--- src/rtl/mem_copy_pkg.sv ---
// Shared types and word-size helper for the memory copy initiator.
package mem_copy_pkg;

  typedef enum logic [2:0] {
    ST_IDLE    = 3'd0,
    ST_RD_REQ  = 3'd1,
    ST_RD_WAIT = 3'd2,
    ST_WR_REQ  = 3'd3,
    ST_WR_WAIT = 3'd4,
    ST_DONE    = 3'd5
  } mem_copy_state_e;

  localparam int DEFAULT_DATA_WIDTH = 32;
  localparam int WORD_BYTES = DEFAULT_DATA_WIDTH / 8;

  function automatic int word_bytes(input int data_width);
    return data_width / 8;
  endfunction

endpackage

--- src/rtl/mem_copy_dma.sv ---
// Block copy initiator: read word, write word, repeat, over one req/gnt/rvalid port.
// Port handshake: a request is held (req, addr, we, wdata, be stable) until the
// cycle gnt=1; exactly one response per granted request arrives later as rvalid=1.
module mem_copy_dma
  import mem_copy_pkg::*;
#(
  parameter int ADDR_WIDTH = 8,
  parameter int DATA_WIDTH = 32,
  parameter int LEN_WIDTH  = 8
) (
  input  logic                    clk,
  input  logic                    rst_n,
  input  logic                    start_i,
  input  logic                    abort_i,
  input  logic [ADDR_WIDTH-1:0]   src_addr_i,
  input  logic [ADDR_WIDTH-1:0]   dst_addr_i,
  input  logic [LEN_WIDTH-1:0]    len_i,
  output logic                    busy_o,
  output logic                    done_o,
  output logic                    port_req_o,
  output logic [ADDR_WIDTH-1:0]   port_addr_o,
  output logic                    port_we_o,
  output logic [DATA_WIDTH-1:0]   port_wdata_o,
  output logic                    en_o,
  output logic [DATA_WIDTH/8-1:0] be_o,
  input  logic                    port_gnt_i,
  input  logic                    port_rvalid_i,
  input  logic [DATA_WIDTH-1:0]   port_rdata_i,
  output mem_copy_state_e         state_o
);

  localparam int STEP = word_bytes(DATA_WIDTH);
  localparam logic [ADDR_WIDTH-1:0] ADDR_STEP = ADDR_WIDTH'(STEP);

  mem_copy_state_e        state;
  logic [ADDR_WIDTH-1:0]  src_q;
  logic [ADDR_WIDTH-1:0]  dst_q;
  logic [LEN_WIDTH-1:0]   cnt_q;
  logic                   abort_pend;

  assign state_o = state;

  always_ff @(posedge clk or negedge rst_n) begin
    if (!rst_n) begin
      state        <= ST_IDLE;
      src_q        <= '0;
      dst_q        <= '0;
      cnt_q        <= '0;
      abort_pend   <= 1'b0;
      busy_o       <= 1'b0;
      done_o       <= 1'b0;
      port_req_o   <= 1'b0;
      port_addr_o  <= '0;
      port_we_o    <= 1'b0;
      port_wdata_o <= '0;
      en_o         <= 1'b0;
      be_o         <= '0;
    end else begin
      done_o <= 1'b0;
      // Abort only matters while a copy is running; it is cleared on the way out.
      if (abort_i && state != ST_IDLE && state != ST_DONE)
        abort_pend <= 1'b1;
      case (state)
        ST_IDLE: begin
          if (start_i) begin
            src_q <= src_addr_i;
            dst_q <= dst_addr_i;
            cnt_q <= len_i;
            if (len_i == '0) begin
              state  <= ST_DONE;
              done_o <= 1'b1;
            end else begin
              state       <= ST_RD_REQ;
              busy_o      <= 1'b1;
              port_req_o  <= 1'b1;
              en_o        <= 1'b1;
              port_we_o   <= 1'b0;
              be_o        <= '0;
              port_addr_o <= src_addr_i;
            end
          end
        end
        ST_RD_REQ: begin
          if (port_gnt_i) begin
            state      <= ST_RD_WAIT;
            port_req_o <= 1'b0;
            en_o       <= 1'b0;
          end
        end
        ST_RD_WAIT: begin
          // The write-data output doubles as the data register.
          if (port_rvalid_i) begin
            state        <= ST_WR_REQ;
            port_wdata_o <= port_rdata_i;
            port_req_o   <= 1'b1;
            en_o         <= 1'b1;
            port_we_o    <= 1'b1;
            be_o         <= '1;
            port_addr_o  <= dst_q;
          end
        end
        ST_WR_REQ: begin
          if (port_gnt_i) begin
            state      <= ST_WR_WAIT;
            port_req_o <= 1'b0;
            en_o       <= 1'b0;
          end
        end
        ST_WR_WAIT: begin
          if (port_rvalid_i) begin
            src_q     <= src_q + ADDR_STEP;
            dst_q     <= dst_q + ADDR_STEP;
            cnt_q     <= cnt_q - LEN_WIDTH'(1);
            port_we_o <= 1'b0;
            be_o      <= '0;
            if (cnt_q == LEN_WIDTH'(1) || abort_pend || abort_i) begin
              state  <= ST_DONE;
              done_o <= 1'b1;
              busy_o <= 1'b0;
            end else begin
              state       <= ST_RD_REQ;
              port_req_o  <= 1'b1;
              en_o        <= 1'b1;
              port_addr_o <= src_q + ADDR_STEP;
            end
          end
        end
        ST_DONE: begin
          state      <= ST_IDLE;
          abort_pend <= 1'b0;
        end
        default: state <= ST_IDLE;
      endcase
    end
  end

endmodule
--- config.mk ---
export PLATFORM = sky130hd
export DESIGN_NAME = mem_copy_dma
export DESIGN_NICKNAME = d
export VERILOG_FILES = /design/src/rtl/mem_copy_pkg.sv /design/src/rtl/mem_copy_dma.sv
export SDC_FILE = /design/constraint.sdc
export NUM_CORES = 1
export LEC_CHECK = 0
export BUFFER_PORTS_ARGS = -buffer_cell sky130_fd_sc_hd__buf_2
export CORE_MARGIN = 1
export CORE_UTILIZATION = 50
export DETAILED_ROUTE_END_ITERATION = 8
export GPL_TIMING_DRIVEN = 0
export PLACE_DENSITY = 0.77
export SLEW_MARGIN = 20
export SYNTH_ARGS = -nofsm -noshare
export SYNTH_HDL_FRONTEND = slang
export SYNTH_SLANG_ARGS = --single-unit
--- constraint.sdc ---
create_clock -name clk -period 2.5 [get_ports clk]
set_input_delay 0 -clock clk [delete_from_list [all_inputs] [get_ports clk]]
set_output_delay 0 -clock clk [all_outputs]
set_load 0.005 [all_outputs]
==> impl_metrics.yaml, run 1 <==
cts:
  cts_tree: "yes"
  numCtsBuffers: 9
  ctsResizeCount: 0
  clock_latency_ps: 350
  htreeDepth: 3
  clock_path_buffers: 2
  root_buffer: "clkbuf_8"
  cts.sinks: 72
  clkTransAtPathRegs_ps: 80
pwr:
  power.internal_uw: 3490
  power.share.sequential_pct: 38.0
  peakVddDrop_mv: 0.529
  p_switching_uw: 2220
  comb_power_share_pct: 46.2
  powerDensity_nw_per_um2: 1120
  p_sw_share_pct: 38.9
  clock_power_share_pct: 15.7
  leakagePower_uw: 0.00237
  power_uw: 5710
synth:
  synth_warnings: 0
  yosys.area.top_type_share_pct: 49.3
  synth_seq_cells: 72
  ys_top_cells_by_area: "dfrtp_1, mux2_2, nand2_1, a21oi_1, mux2_4"
  synth-edff-count: 0
  synthCells: 339
  synth_fp_nets: 405
  synthTopCellsByCount: "dfrtp_1, mux2_2, nand2_1"
  yosys.cell_count.top_type: "dfrtp_1"
  ys.flop_type: "dfrtp_1"
  postSynthAreaPerCell_sq_um: 10.8
  synthArstFlopShare_pct: 100
  synth-seq-area-share_pct: 49.3
  syn_area_sq_um: 3650
  yosysTopAreaCell: "dfrtp_1"
  ys_types: 55
die:
  boundaryPins: 114
  core_sq_um: 6940
  fp-row-count: 30
  die_area_sq_um: 7650
  initial_core_util_pct: 52.6
  die_w_um: 87.5
  die_h_um: 87.5
critical_path:
  cpMaxStageDelayCell: "dfrtp_1"
  crit_path_frequent_cell: "buf_2"
  r2r_slack_ps: 420
  start_kind: "flop"
  cp.required_ps: 2770
  path_cells: "buf_2, nor3b_2, buf_2, buf_2, o21ai_0, nand2_1, o2bb2ai_1"
  cp_slowest_stage_delay_ps: 430
  critPathBufInv: 3
  cp_top_family: "buffers and inverters"
  worstSetupPathType: "flop to flop"
  cp_max_fo: 10
  crit_arrival_ps: 2350
  end_kind: "flop"
global_routing:
  grt_max_degree: 48
  gr-total-overflow: 0
  grtUsageTotal_pct: 27.8
  antenna_found_initial: 0
  first_global_vias: 3337
  grt_pass1_wl_um: 16200
final_layout:
  num_antenna_cells: 0
  nNetsFinal: 586
  drive_above_1_share_pct: 37.5
  fin_util_pct: 73.7
  final_cells: 621
  syn_to_final_growth_pct: 40.0
  nFillCells: 497
run:
  max_cap_viol_count: 0
drt:
  route.met2.wl_um: 5140
  drt-total-wl_um: 9950
  vias_per_cell: 5.47
  topRoutingLayerUsed: "met4"
  via_count: 3398
  wl_met1_um: 4080
  first_pass_iters: 5
  antenna_left: 0
  met3_length_um: 622
  routedWlPerCell_um: 16.0
  route.detailed.drc: 0
  drtIter0Drc: 210
place:
  gp_congestion: 0.937
  dp_cells: 549
  hpwl_um: 6640
  portBuffers: 113
timing:
  fin_skew_ps: 9.74
  relSlewSlack_pct: 54.4
  worstMarginPinSlew_ps: 678
  grt_setup_unrepaired: "no"
  finalHoldViolCount: 0
  setup_violations: 0
  max_freq_mhz: 480
  period_minus_slack_ps: 2080
  drv_slew: 0
  finalCritPeriodShare_pct: 83.3
  setup_tns_ps: 0
outcome:
  status: "finished, final reports clean"
worst_hold_path:
  hold_path.class: "input pin to flop"
registers in the layout (all words and copies together), names as in the netlist:
name / cells
be_o: 1
port_wdata_o: 32
port_addr_o: 8
done_o: 1
busy_o: 1
dst_q: 8
cnt_q: 8
state_o: 3
src_q: 8
abort_pend: 1
en_o: 1
final timing paths:
kind / from / to / depth (start not counted)
max in group asynchronous: rst_n / port_addr_o[7]$_DFFE_PN0P_ / 3
worst min register to register: src_q[1]$_DFFE_PN0P_ / src_q[1]$_DFFE_PN0P_ / 2
worst max register to register: state_o[2]$_DFFE_PN0P_ / cnt_q[5]$_DFFE_PN0P_ / 7
min in group asynchronous: rst_n / cnt_q[5]$_DFFE_PN0P_ / 2
worst max-delay path: state_o[2]$_DFFE_PN0P_ / cnt_q[5]$_DFFE_PN0P_ / 7
worst min-delay path: src_addr_i[7] / src_q[7]$_DFFE_PN0P_ / 3
logic make-up after synthesis:
logic type / Yosys count / share of synthesized area, %
and+or+nand+nor: 97 / 14.2
buffers and inverters: 34 / 4.59
adders and majority gates: 4 / 1.37
AOI/OAI and AO/OA: 83 / 15.3
muxes: 44 / 14.0
xor gates and xnor gates: 5 / 1.20
DFF: 72 / 49.3
per-layer routing:
metal	global-route usage [%]	vias to the layer above
met3	4.93	9
met1	35.3	1659
li1	-	1595
met5	0	-
met2	47.4	135
met4	9.99	0
per-stage QoR:
stage / worst slack (ps) / area (sq um) / hold slack, ps
floorplan: 634 / 3650 / -296
global placement: 517 / 4340 / 192
detailed placement: 474 / 4370 / -57.1
CTS: 455 / 5110 / 1.42
global route: 270 / 5110 / 23.3
finish: 417 / 5110 / 22.5
worst register-to-register path: cells and delay by family (launching register included):
kind / cells / cell delay [ps]
buffers and inverters: 3 / 840
AO/OA/AOI/OAI: 2 / 250
AND/OR/NAND/NOR: 2 / 500
flip-flops: 1 / 430
cell usage in the layout, fill, tap and decap left out, drive strengths merged, types with 4 or more instances in the layout:
cell type / instances
buf: 131
dfrtp: 72
dlygate4sd3: 56
mux2: 39
nand2: 30
a21oi: 23
o21ai: 23
nor2: 19
clkbuf: 18
nand3: 16
inv: 13
nor3: 6
o22ai: 6
mux2i: 5
a2bb2oi: 4
a22oi: 4
a211oi: 4
xnor2: 4
ha: 4
nor4: 4
nor3b: 4
power groups by stage:
stage          combinational [uW]  sequential [uW]  clock [uW]
3_5_place_dp                 2530             2170           0
4_1_cts                      2610             2150         901
2_1_floorplan                1640             2140           0
5_1_grt                      2910             2250         948
3_3_place_gp                 2460             2120           0
6_report                     2640             2170         899
cell type report:
| type | count | area, sq um | share of cell area, % |
|---|---|---|---|
| Multi-Input combinational cell | 233 | 1680 | 32.9 |
| Clock inverter | 7 | 61.3 | 1.20 |
| Inverter | 8 | 30.0 | 0.587 |
| Sequential cell | 72 | 1800 | 35.2 |
| Tap cell | 96 | 120 | 2.35 |
| Buffer | 26 | 138 | 2.69 |
| Timing Repair Buffer | 170 | 1160 | 22.6 |
| Clock buffer | 9 | 124 | 2.42 |
what timing repair did:
action / in CTS / in global routing
setup endpoints to repair: 0 / 0
endpoints found under the hold margin: 130 / 0
buffers inserted: 0 / 0
hold buffers: 56 / 0
Note: power is estimated with default switching activity, not from simulation.
==> run 2: changes to the inputs <==
--- a/config.mk
+++ b/config.mk
@@ -7,10 +7,10 @@
 export LEC_CHECK = 0
 export BUFFER_PORTS_ARGS = -buffer_cell sky130_fd_sc_hd__buf_2
 export CORE_MARGIN = 1
-export CORE_UTILIZATION = 50
+export CORE_UTILIZATION = 46
 export DETAILED_ROUTE_END_ITERATION = 8
 export GPL_TIMING_DRIVEN = 0
-export PLACE_DENSITY = 0.77
+export PLACE_DENSITY = 0.75
 export SLEW_MARGIN = 20
 export SYNTH_ARGS = -nofsm -noshare
 export SYNTH_HDL_FRONTEND = slang
==> constraint.sdc (replaced) <==
create_clock -name clk -period 1.8 [get_ports clk]
set_input_delay 0 -clock clk [delete_from_list [all_inputs] [get_ports clk]]
set_output_delay 0 -clock clk [all_outputs]
set_load 0.005 [all_outputs]
==> impl_metrics.yaml, run 2 (synthesis results as in run 1) <==
pwr:
  power_uw: 9340
  p_switching_uw: 3530
  leakagePower_uw: 0.00267
  powerDensity_nw_per_um2: 1640
  clock_power_share_pct: 15.0
  power.internal_uw: 5810
  power.share.sequential_pct: 33.5
  comb_power_share_pct: 51.4
  p_sw_share_pct: 37.8
  peakVddDrop_mv: 0.753
global_routing:
  first_global_vias: 3463
  grtUsageTotal_pct: 26.8
  grt_pass1_wl_um: 17300
  antenna_found_initial: 1
  grt_max_degree: 53
  gr-total-overflow: 0
final_layout:
  largest_register_ffs: 32
  num_antenna_cells: 0
  top_register: "port_wdata_o"
  fin_util_pct: 74.1
  syn_to_final_growth_pct: 55.8
  nNetsFinal: 605
  nFillCells: 536
  final_common_cell: "buf_2"
  final_cells: 646
  final_cell_mix: "buf_2, dfrtp_1, dlygate4sd3_1, mux2_4, nand2_1"
  drive_above_1_share_pct: 44.3
  fin_area_sq_um: 5690
worst_hold_path:
  min_to: "src_q[7]$_DFFE_PN0P_"
  min_from: "src_addr_i[7]"
  hold_path.class: "input pin to flop"
  whs_path_depth: 3
timing:
  worstMarginPinSlew_ps: 748
  max_freq_mhz: 521
  finalCritPeriodShare_pct: 107
  fin_ws_ps: -118
  fin_skew_ps: 11.3
  grt_setup_unrepaired: "yes"
  relSlewSlack_pct: 49.7
  finalHoldViolCount: 1
  drv_slew: 0
  period_minus_slack_ps: 1920
  holdWs_ps: -5.22
  setup_violations: 38
place:
  post_dp_cell_area_sq_um: 4380
  pre_cts_ws_ps: -231
  dp_cells: 555
  gp_congestion: 0.890
  portBuffers: 113
  hpwl_um: 6660
die:
  die_w_um: 91.1
  die_area_sq_um: 8300
  boundaryPins: 114
  die_h_um: 91.1
  fp-row-count: 32
  core_sq_um: 7690
  initial_core_util_pct: 47.5
critical_path:
  cpMaxStageDelayCell: "dfrtp_1"
  end_kind: "flop"
  cp_max_fo: 8
  path_cells: "buf_6, buf_4, nor4bb_1, buf_4, buf_12, clkbuf_16, mux2_4"
  cp_slowest_stage_delay_ps: 400
  worstSetupPathType: "flop to flop"
  r2r_start: "state_o[0]$_DFFE_PN0P_"
  reg2reg_depth: 7
  start_kind: "flop"
  cp.required_ps: 2050
  r2r_slack_ps: -120
  crit_path_frequent_cell: "buf_4"
  r2r-end: "port_wdata_o[9]$_DFFE_PN0P_"
  crit_arrival_ps: 2170
drt:
  route.detailed.drc: 0
  antenna_left: 0
  first_pass_iters: 6
  vias_per_cell: 5.59
  drtIter0Drc: 266
  routedWlPerCell_um: 19.5
  drt-total-wl_um: 12600
  via_count: 3613
cts:
  clkTransAtPathRegs_ps: 90
  numCtsBuffers: 9
  clock_path_buffers: 2
  cts_tree: "yes"
  root_buffer: "clkbuf_8"
  clock_latency_ps: 360
  cts.sinks: 72
  htreeDepth: 3
outcome:
  failed_checks: "negative hold slack, negative setup slack"
  status: "finished with violations"
run:
  max_cap_viol_count: 0
==> run 2: cell types whose count changed in the layout (fill, tap and decap cells not counted), moves of 4 or more <==
| cell | previous run | this run |
|---|---|---|
| clkbuf_1 | 9 | 2 |
| clkbuf_16 | 0 | 4 |
| mux2_2 | 33 | 3 |
| buf_4 | 6 | 28 |
| mux2_4 | 6 | 36 |
| buf_2 | 123 | 113 |
==> run 2: worst max path at each step <==
stage	startpoint	end	slack (ps)	cells after the start
2_1_floorplan	state_o[0]$_DFFE_PN0P_	port_addr_o[0]$_DFFE_PN0P_	-30	6
3_3_place_gp	state_o[2]$_DFFE_PN0P_	src_q[5]$_DFFE_PN0P_	-190	7
3_5_place_dp	state_o[2]$_DFFE_PN0P_	src_q[5]$_DFFE_PN0P_	-230	7
4_1_cts	state_o[0]$_DFFE_PN0P_	port_addr_o[4]$_DFFE_PN0P_	-150	7
5_1_grt	state_o[0]$_DFFE_PN0P_	port_wdata_o[11]$_DFFE_PN0P_	-190	7
6_report	state_o[0]$_DFFE_PN0P_	port_wdata_o[9]$_DFFE_PN0P_	-120	7
==> run 2: layer usage <==
layer / wire length (um) / vias to the layer above / track usage (%)
li1: - / 1626 / -
met1: 5190 / 1770 / 34.3
met2: 6260 / 190 / 45.5
met3: 881 / 25 / 5.86
met4: 233 / 2 / 8.07
met5: 18 / - / 0
==> run 2: stage by stage <==
step	hold slack (ps)	setup TNS [ps]
2_1_floorplan	-296	-195
3_3_place_gp	196	-6940
3_5_place_dp	-94.0	-8750
4_1_cts	6.47	-888
5_1_grt	4.54	-6440
6_report	-5.22	-3290
==> run 2: worst max-delay path: cells and delay by family, from the launching register on <==
| family | cells | cell delay (ps) |
|---|---|---|
| buffers and inverters | 5 | 780 |
| AND/OR/NAND/NOR | 1 | 310 |
| multiplexers | 1 | 310 |
| flip-flops | 1 | 400 |
==> run 2: repair_timing <==
action,4_1_cts,5_1_grt
hold buffers,54,0
buffers inserted,4,14
endpoints found under the hold margin,127,0
cloned,0,4
pin swaps,1,5
setup endpoints to repair,61,61
gates resized for setup,23,71
==> run 2: area by class of cell <==
| cell class | count | area, sq um | share of cell area [%] |
|---|---|---|---|
| inverter | 8 | 30.0 | 0.527 |
| clock inverter | 6 | 72.6 | 1.27 |
| sequential | 72 | 1810 | 31.7 |
| clock buffer | 10 | 138 | 2.42 |
| timing repair buffer | 190 | 1410 | 24.8 |
| tap | 102 | 128 | 2.24 |
| multi-input combinational | 233 | 1900 | 33.4 |
| buffer | 25 | 206 | 3.63 |
==> run 2: power by group through the flow <==
| stage | clock network, uW | registers (uW) | logic [uW] |
|---|---|---|---|
| finish | 1410 | 3130 | 4810 |
| global route | 1480 | 3210 | 5160 |
| CTS | 1380 | 2990 | 3830 |
| detailed placement | 0 | 3020 | 3520 |
| global placement | 0 | 2970 | 3420 |
| floorplan | 0 | 2980 | 2290 |
==> run 3: changes to the inputs <==
--- a/config.mk
+++ b/config.mk
@@ -7,10 +7,10 @@
 export LEC_CHECK = 0
 export BUFFER_PORTS_ARGS = -buffer_cell sky130_fd_sc_hd__buf_2
 export CORE_MARGIN = 1
-export CORE_UTILIZATION = 46
+export CORE_UTILIZATION = 50
 export DETAILED_ROUTE_END_ITERATION = 8
 export GPL_TIMING_DRIVEN = 0
-export PLACE_DENSITY = 0.75
+export PLACE_DENSITY = 0.77
 export SLEW_MARGIN = 20
 export SYNTH_ARGS = -nofsm -noshare
 export SYNTH_HDL_FRONTEND = slang
==> constraint.sdc (replaced) <==
create_clock -name clk -period 2.2 [get_ports clk]
set_input_delay 0 -clock clk [delete_from_list [all_inputs] [get_ports clk]]
set_output_delay 0 -clock clk [all_outputs]
set_load 0.005 [all_outputs]
==> impl_metrics.yaml, run 3 (synthesis results as in run 1) <==
outcome:
  status: "finished, final reports clean"
critical_path:
  cp_max_fo: 9
  path_cells: "nor4_2, a311oi_2, o22ai_4, mux2_4"
  cp_slowest_stage_delay_ps: 480
  r2r-end: "port_addr_o[4]$_DFFE_PN0P_"
  crit_start: "cnt_q[6]$_DFFE_PN0P_"
  cpMaxStageDelayCell: "nor4_2"
  critPathBufInv: 0
  r2r_start: "cnt_q[6]$_DFFE_PN0P_"
  cp.required_ps: 2440
  start_kind: "flop"
  worstSetupPathType: "flop to flop"
  reg2reg_depth: 4
  end_kind: "flop"
  cp_top_family: "compound AO/OA/AOI/OAI gates"
  r2r_slack_ps: 150
  crit_arrival_ps: 2290
drt:
  drt-total-wl_um: 9920
  via_count: 3398
  drtIter0Drc: 223
  first_pass_iters: 5
  route.detailed.drc: 0
  routedWlPerCell_um: 16.0
  antenna_left: 0
  vias_per_cell: 5.47
pwr:
  powerDensity_nw_per_um2: 1270
  power_uw: 6490
  leakagePower_uw: 0.00238
  peakVddDrop_mv: 0.603
cts:
  htreeDepth: 3
  clock_latency_ps: 360
  clkTransAtPathRegs_ps: 90
  clock_path_buffers: 2
  numCtsBuffers: 9
  postCtsSetupBuffers: 0
  root_buffer: "clkbuf_8"
  cts_tree: "yes"
  cts.sinks: 72
final_layout:
  drive_above_1_share_pct: 37.7
  final_cell_mix: "buf_2, dfrtp_1, dlygate4sd3_1, mux2_2, nand2_1"
  fin_util_pct: 73.8
  final_common_cell: "buf_2"
  num_antenna_cells: 0
  syn_to_final_growth_pct: 40.2
  top_register: "port_wdata_o"
  largest_register_ffs: 32
  nNetsFinal: 586
  fin_area_sq_um: 5120
global_routing:
  grt_max_degree: 48
  antenna_found_initial: 0
  grt_pass1_wl_um: 16200
  first_global_vias: 3337
  use_met3_pct: 4.93
  gr-total-overflow: 0
  busiest_layer: "met2"
  grt_use_met1_pct: 35.3
  grtUsageTotal_pct: 27.8
  met2_usage_pct: 47.4
place:
  post_dp_cell_area_sq_um: 4370
  portBuffers: 113
  hpwl_um: 6640
  gp_congestion: 0.937
die:
  core_sq_um: 6940
  fp-row-count: 30
  die_h_um: 87.5
  die_w_um: 87.5
  die_area_sq_um: 7650
  boundaryPins: 114
  initial_core_util_pct: 52.6
timing:
  finalHoldViolCount: 0
  setup_tns_ps: 0
  setup_violations: 0
  worstMarginPinSlew_ps: 684
  grt_setup_unrepaired: "no"
  max_freq_mhz: 487
  relSlewSlack_pct: 54.0
  period_minus_slack_ps: 2050
  drv_slew: 0
  finalCritPeriodShare_pct: 93.3
  fin_skew_ps: 10.5
worst_hold_path:
  min_to: "done_o$_DFF_PN0_"
  whs_path_depth: 4
  min_from: "len_i[6]"
  hold_path.class: "input pin to flop"
run:
  max_cap_viol_count: 0
-- run 3: what timing repair did --
action	4_1_cts	5_1_grt
resized for setup	0	3
hold buffers	56	0
hold endpoints to repair	130	0
setup endpoints to repair	0	13
-- run 3: power breakdown --
group | switching (uW) | internal, uW | leakage, uW
Clock | 583 | 433 | 0.0000892
Combinational | 1440 | 1560 | 0.00144
Sequential | 492 | 1980 | 0.000854
Total | 2520 | 3970 | 0.00238
-- run 3: worst register-to-register path, delay by kind of cell, from the launching register on --
kind	cells	cell delay [ps]
AOI/OAI and AO/OA	2	680
and+or+nand+nor	1	480
DFF	1	430
muxes	1	360
-- run 3: how the worst max path moves through the flow --
stage,to,cells past startpoint
global placement,src_q[5]$_DFFE_PN0P_,7
global route,src_q[4]$_DFFE_PN0P_,7
detailed placement,cnt_q[5]$_DFFE_PN0P_,7
floorplan,port_addr_o[0]$_DFFE_PN0P_,6
CTS,port_wdata_o[23]$_DFFE_PN0P_,5
finish,port_addr_o[4]$_DFFE_PN0P_,4
-- run 3: cell type report --
type,count,area (sq um)
timing repair buffer,170,1160
buffer,26,139
sequential,72,1800
multi-input combinational,233,1690
fill,496,1820
tap,96,120
clock buffer,9,124
clock inverter,7,61.3
inverter,8,30.0
-- run 3: per-layer routing --
layer | up-vias | wire [um] | part of all wire, %
li1 | 1595 | - | -
met1 | 1650 | 4040 | 41
met2 | 143 | 5150 | 52
met3 | 10 | 621 | 6.3
met4 | 0 | 105 | 1.1
met5 | - | 0 | 0
-- run 3: through the flow --
stage | hold WS [ps] | cells | worst slack [ps]
after global placement | 192 | 548 | 217
after global routing | 23.2 | 621 | 17.8
after CTS | 1.42 | 621 | 155
final | 27.8 | 621 | 148
after detailed placement | -57.1 | 549 | 174
after floorplan | -296 | 339 | 334
